[src/rtl/serial_adder.sv]
// Bit-serial unsigned adder: operands are shifted out LSB first, one bit per clock,
// through two half adders and a carry flop; the WIDTH+1 bit result lands in sum/cout.
module serial_adder #(
    parameter int WIDTH = 8
) (
    input  logic             clk,
    input  logic             rst,
    input  logic             start,
    input  logic [WIDTH-1:0] a,
    input  logic [WIDTH-1:0] b,
    output logic             busy,
    output logic             done,
    output logic [WIDTH-1:0] sum,
    output logic             cout
);

    localparam int CNT_W = $clog2(WIDTH);
    localparam logic [CNT_W-1:0] LAST_BIT = CNT_W'(WIDTH - 1);

    typedef enum logic [1:0] {
        IDLE = 2'd0,
        RUN  = 2'd1,
        DONE = 2'd2
    } state_t;

    state_t           state;
    state_t           state_nxt;
    logic             busy_nxt;
    logic             done_nxt;

    logic [WIDTH-1:0] a_sh;
    logic [WIDTH-1:0] b_sh;
    logic [WIDTH-1:0] part;
    logic [CNT_W-1:0] cnt;
    logic             carry;

    logic             half_s;
    logic             half_c;
    logic             s;
    logic             carry_nxt;
    logic             last_bit;

    // Two half adders on the current bit pair plus the stored carry
    always_comb begin
        half_s    = a_sh[0] ^ b_sh[0];
        half_c    = a_sh[0] & b_sh[0];
        s         = half_s ^ carry;
        carry_nxt = half_c | (half_s & carry);
        last_bit  = (cnt == LAST_BIT);
    end

    always_ff @(posedge clk or posedge rst) begin
        if (rst) begin
            state <= IDLE;
            busy  <= 1'b0;
            done  <= 1'b0;
        end else begin
            state <= state_nxt;
            busy  <= busy_nxt;
            done  <= done_nxt;
        end
    end

    always_comb begin
        state_nxt = state;
        case (state)
            IDLE:    if (start) state_nxt = RUN;
            RUN:     if (last_bit) state_nxt = DONE;
            DONE:    state_nxt = IDLE;
            default: state_nxt = IDLE;
        endcase
    end

    // Flag values for the coming cycle, so busy/done come straight from flops
    always_comb begin
        busy_nxt = (state_nxt != IDLE);
        done_nxt = (state == RUN) && last_bit;
    end

    always_ff @(posedge clk or posedge rst) begin
        if (rst) begin
            a_sh  <= '0;
            b_sh  <= '0;
            part  <= '0;
            cnt   <= '0;
            carry <= 1'b0;
            sum   <= '0;
            cout  <= 1'b0;
        end else begin
            case (state)
                IDLE: begin
                    if (start) begin
                        a_sh  <= a;
                        b_sh  <= b;
                        carry <= 1'b0;
                        cnt   <= '0;
                    end
                end
                RUN: begin
                    a_sh  <= a_sh >> 1;
                    b_sh  <= b_sh >> 1;
                    carry <= carry_nxt;
                    part  <= {s, part[WIDTH-1:1]};
                    // Counter parks on the last bit instead of wrapping
                    if (last_bit) begin
                        sum  <= {s, part[WIDTH-1:1]};
                        cout <= carry_nxt;
                    end else begin
                        cnt <= cnt + 1'b1;
                    end
                end
                default: ;
            endcase
        end
    end

endmodule

[config.mk]
export PLATFORM = sky130hd
export DESIGN_NAME = serial_adder
export DESIGN_NICKNAME = d
export VERILOG_FILES = /design/src/rtl/serial_adder.sv
export SDC_FILE = /design/constraint.sdc
export NUM_CORES = 1
export LEC_CHECK = 0
export CORE_MARGIN = 1
export CORE_UTILIZATION = 40
export DETAILED_ROUTE_END_ITERATION = 16
export GPL_TIMING_DRIVEN = 0
export PLACE_DENSITY_LB_ADDON = 0.1
export SLEW_MARGIN = 15
export SYNTH_ARGS = -nofsm -noshare
export SYNTH_HDL_FRONTEND = slang
export SYNTH_SLANG_ARGS = --single-unit
[constraint.sdc]
create_clock -name clk -period 2.13 [get_ports clk]
set_clock_uncertainty 0.1 [all_clocks]
set_input_delay 0.5325 -clock clk [delete_from_list [all_inputs] [get_ports clk]]
set_output_delay 0.5325 -clock clk [all_outputs]
set_load 0.01 [all_outputs]
### Word level (Yosys, flattened, before mapping)

Index checks and enable logic that the tools add are counted.

* $add $sub $neg: 1
* eq/ne operators: 4
* multiplexer cells: 12
* bitwise gates (word level): 5
* reduce and logical (&&, ||, !) cells: 7

Operators with widths (number)
* 8-bit one-hot mux with 2 select lines: 2
* 8-bit 2-to-1 mux: 2
* 3-bit 2-to-1 mux: 2
* 3-bit one-hot mux with 2 select lines: 1
* 2-bit 2-to-1 mux: 2
* 2-bit != test, second input constant: 2
* 2-bit one-hot mux with 2 select lines: 1
* 2-bit AND reduction: 2
* 2-bit nonzero test: 2
* 3-bit by 1-bit adder with 3-bit output, second input constant: 1
* 3-bit == test, second input constant: 1
* 3-bit AND reduction: 1
* 1-bit bitwise AND: 2
* 2-bit by 1-bit == test with 1-bit output, second input constant: 1
* 2-bit logical NOT: 1
* 1-bit one-hot mux with 2 select lines: 1
* 1-bit XOR: 2
* 1-bit logical AND: 1
* 1-bit 2-to-1 mux: 1
* 1-bit OR: 1

* register bits after elaboration: 41
* bits of input ports: 19
* output and inout bits: 11

### Longest topological paths before layout

* depth in word-level cells: 4
* gate-level depth with buffers: 7
* mapped depth without buffers: 5

### Worst setup path after synthesis

Ideal clock, no wire load.

* path type: register -> register
* from: register cnt[0]
* to: register cout
* setup time: 127 ps
* data arrival time: 1270 ps
* required time: 1903 ps
* slack: 632 ps
* stages on the path, launching flop included: 6
* path buffers: 0
* path through: dfrtp_1 -> ha_1 -> ha_1 -> nand2_4 -> inv_4 -> mux2_1

* word-level cells in the longest chain between the ends: 2

Ends and longest elaborated chain
* start, declared: line 34 `logic [CNT_W-1:0] cnt;`
* start signal, assigned: line 109 `cnt <= cnt + 1'b1;`
* 3-bit == test: line 49 `last_bit = (cnt == LAST_BIT);`
* 2-bit AND reduction (no line)
* end signal, assigned: line 107 `cout <= carry_nxt;`
* end, declared: line 14 `output logic cout`

No other way between the ends.
A chain may end at the register's enable or synchronous reset.

### Final worst setup path

* from: register cout
* to: output cout

No word-level cell between the ends.

==> metrics.md <==
| Metric | Value |
|---|---|
| Rows | `24` |
| Top post-synthesis cells by area | `dfrtp_1, mux2_1, nor3b_1` |
| Worst-skew pair later-pin latency | `290 ps` |
| Tcrit/Tclk final | `0.863` |
| Reg-to-Reg Start | `cnt[0]` |
| Final hold slack | `about 390 ps` |
| RSZ-0062 raised after global routing | `false` |
| DR vias | `approximately 1200` |
| Initial antenna violation count | `0` |
| Max FO, Critical Path | `2` |
| Fillers | `about 370` |
| Worst-margin pin slew | `474 ps` |
| Clk pwr share | `0.163` |
| Share of layout cells above drive strength 1 | `0.197` |
| Via density | `5.19` |
| Post-CTS setup buffer count | `0` |
| Peak supply drop | `between 0.6 and 0.7 mV` |
| Crit-path cells | `clkdlybuf4s50_1` |
| # diodes | `0` |
| IO Port Bufs | `29` |
| Clk root buf | `clkbuf_8` |
| Crit path max-delay family | `buffers and inverters` |
| Final ANT Viol Nets | `0` |
| Finished Layout Cells | `around 240` |
| Io pins | `30` |
| Post-route setup slack | `292 ps` |
| Cell-internal power | `2.07 mW` |
| WP depth | `1` |
| Max-capacitance violation count | `0` |
| Logic pwr share | `0.409` |
| Hold buffer count at cts | `0` |
| Reg2Reg Capture Point | `sum[3]` |
| Worst Hold Class | `input port to async pin` |
| Worst setup path class | `register to primary output` |
| Leakage | `around 0.96 nW` |
| Num CTS Buffers | `5` |
| Pwr/cell area | `roughly 1400 nW/um^2` |
| CP max-delay cell | `clkdlybuf4s50_1` |
| Crit path DAT | `1210 ps` |
| Area growth, synth to finish | `25.7%` |
| # DRC | `0` |
| Gpl congestion | `0.749` |
| Clock slew at the register clock pins of the worst setup and hold paths | `90 ps` |
| Reg area | `between 1000 and 1500 um^2` |
| Commonest non-fill, non-tap cell in the layout | `dfrtp_1` |
| Worst setup SP type | `register` |
| Worst Reg2Reg Path Length in Cells | `5` |
| Core box area | `4350 um^2` |
| Cell Area, Placed | `around 2200 um^2` |
| Fmax | `544 MHz` |
| CP required | `1500 ps` |
| Die Y | `69.4 um` |
| Starting density of the core | `0.418` |
| Synthesized Nets | `167` |
| CTS Sinks | `40` |
| Vias in the first global route | `1305` |
| DP Wirelength | `2450 um` |
| Switching share of power | `0.343` |
| Routed len/inst | `approximately 15 um` |
| H-tree levels | `2` |
| Netlist cell types | `32` |
| Synthesized area | `1820 um^2` |
| Final Max Tran Viols | `0` |
| Pre-CTS setup slack | `-0.437 ps` |
| Status | `completed` |
| Die area | `4820 um^2` |
| Reg2Reg Setup Slack | `between 400 and 500 ps` |
| Total Routing Usage GR | `0.162` |
| CTS max path bufs | `2` |
| Fin. Hold Viols | `0` |
| Slew margin rel. | `0.684` |
| Die X | `69.4 um` |
| CP bufs+invs | `1` |
| Largest net degree at the start of global routing | `29` |
| Sequential share of the synthesized area | `0.551` |
| Final min period | `1840 ps` |
| Syn. warnings | `0` |
| CP peak stage delay | `~540 ps` |
| Final Cell Area | `2290 um^2` |
| Fin util | `0.525` |
| PostCTS Resize Cnt | `0` |
| Final #Nets | `204` |
| Switching power | `1.08 mW` |
| Sequential power share | `0.428` |
| Final setup fails | `0` |
| Syn Inst Count | `145` |
| First-pass GRT wire length | `6180 um` |
| Top-area cell type share of the netlist area | `0.551` |
| CP endpoint kind | `primary output` |
| Drt first pass iters | `4` |
| Largest area contributor in the netlist | `dfrtp_1` |
| CTS tree | `built` |
| 1st-iter DRT viols | `41` |
| Yosys reg bits | `40` |
| Placed insts | `between 200 and 250` |
| GRT overflow | `0` |
| Area taken by multi-input logic gates | `727 um^2` |
| Most frequent cells in the layout | `dfrtp_1, clkdlybuf4s50_1, mux2_1` |
| Synth Area per Inst | `about 13 um^2` |
| Routed wire length | `roughly 3500 um` |
[cells by family after synthesis]
logic type	after synthesis	synth area share
AO/OA/AOI/OAI	14	0.0613
adder cells (fa/ha/maj)	3	0.0248
buffers and inverters	14	0.0496
flip-flops	40	0.551
multiplexers	17	0.105
AND/OR/NAND/NOR	57	0.209
[Yosys cell counts]
cell / n
nor3b_1: 14
nor2_2: 8
a211oi_1: 1
mux2_2: 1
buf_4: 1
dfrtp_1: 40
clkbuf_1: 2
fa_1: 1
nand2b_1: 3
o22a_1: 1
o21ai_0: 1
nor2b_1: 1
nand2_4: 1
inv_1: 2
inv_2: 1
mux2_1: 16
inv_4: 1
ha_1: 2
a21oi_1: 2
buf_2: 2
nor3_1: 14
nor2_1: 5
buf_12: 1
nor4b_1: 1
a22o_1: 8
buf_1: 2
nand2_1: 1
inv_6: 1
a221o_1: 1
or2_1: 1
buf_6: 1
nor3_2: 8
[per-layer routing]
layer | routed length, um | global-route usage | vias up | part of all wire
met5 | 0 | 0 | - | 0
met4 | 51 | 0.0612 | 0 | 0.015
met3 | 100 | 0.0363 | 5 | 0.029
met2 | 1630 | 0.255 | 20 | 0.47
met1 | 1700 | 0.221 | 610 | 0.49
li1 | - | - | 584 | -
[through the flow]
stage / TNS [ps] / power (mW)
detailed placement: -0.437 / 2.66
global route: 0 / 3.39
floorplan: 0 / 2.20
finish: 0 / 3.14
CTS: 0 / 3.19
global placement: -10380 / 2.59
[worst max path at each step]
stage | from | end | slack [ps]
after floorplan | rst | a_sh[0] | 580
after global placement | rst | cnt[1] | -260
after detailed placement | start | b_sh[6] | -0.4
after CTS | cout | cout | 270
after global routing | start | b_sh[1] | 190
final | cout | cout | 290
[final cells by class]
class,count,area share
multi-input combinational,91,0.318
buffer,9,0.0279
tap,52,0.0285
sequential,40,0.438
timing repair buffer,30,0.136
inverter,5,0.0115
clock inverter,3,0.0104
clock buffer,5,0.0301
[state kept, by name, indices dropped and copies added (netlist names)]
register  cells
part          7
state         2
carry         1
done          1
cnt           3
a_sh          8
busy          1
sum           8
b_sh          8
cout          1
[power groups by stage]
stage,logic (mW),clock network [mW],registers (mW)
3_3_place_gp,1.25,0,1.34
4_1_cts,1.31,0.528,1.35
3_5_place_dp,1.30,0,1.36
6_report,1.29,0.513,1.34
2_1_floorplan,0.850,0,1.35
5_1_grt,1.44,0.558,1.39
No activity file was read; power rests on OpenSTA's default activity.
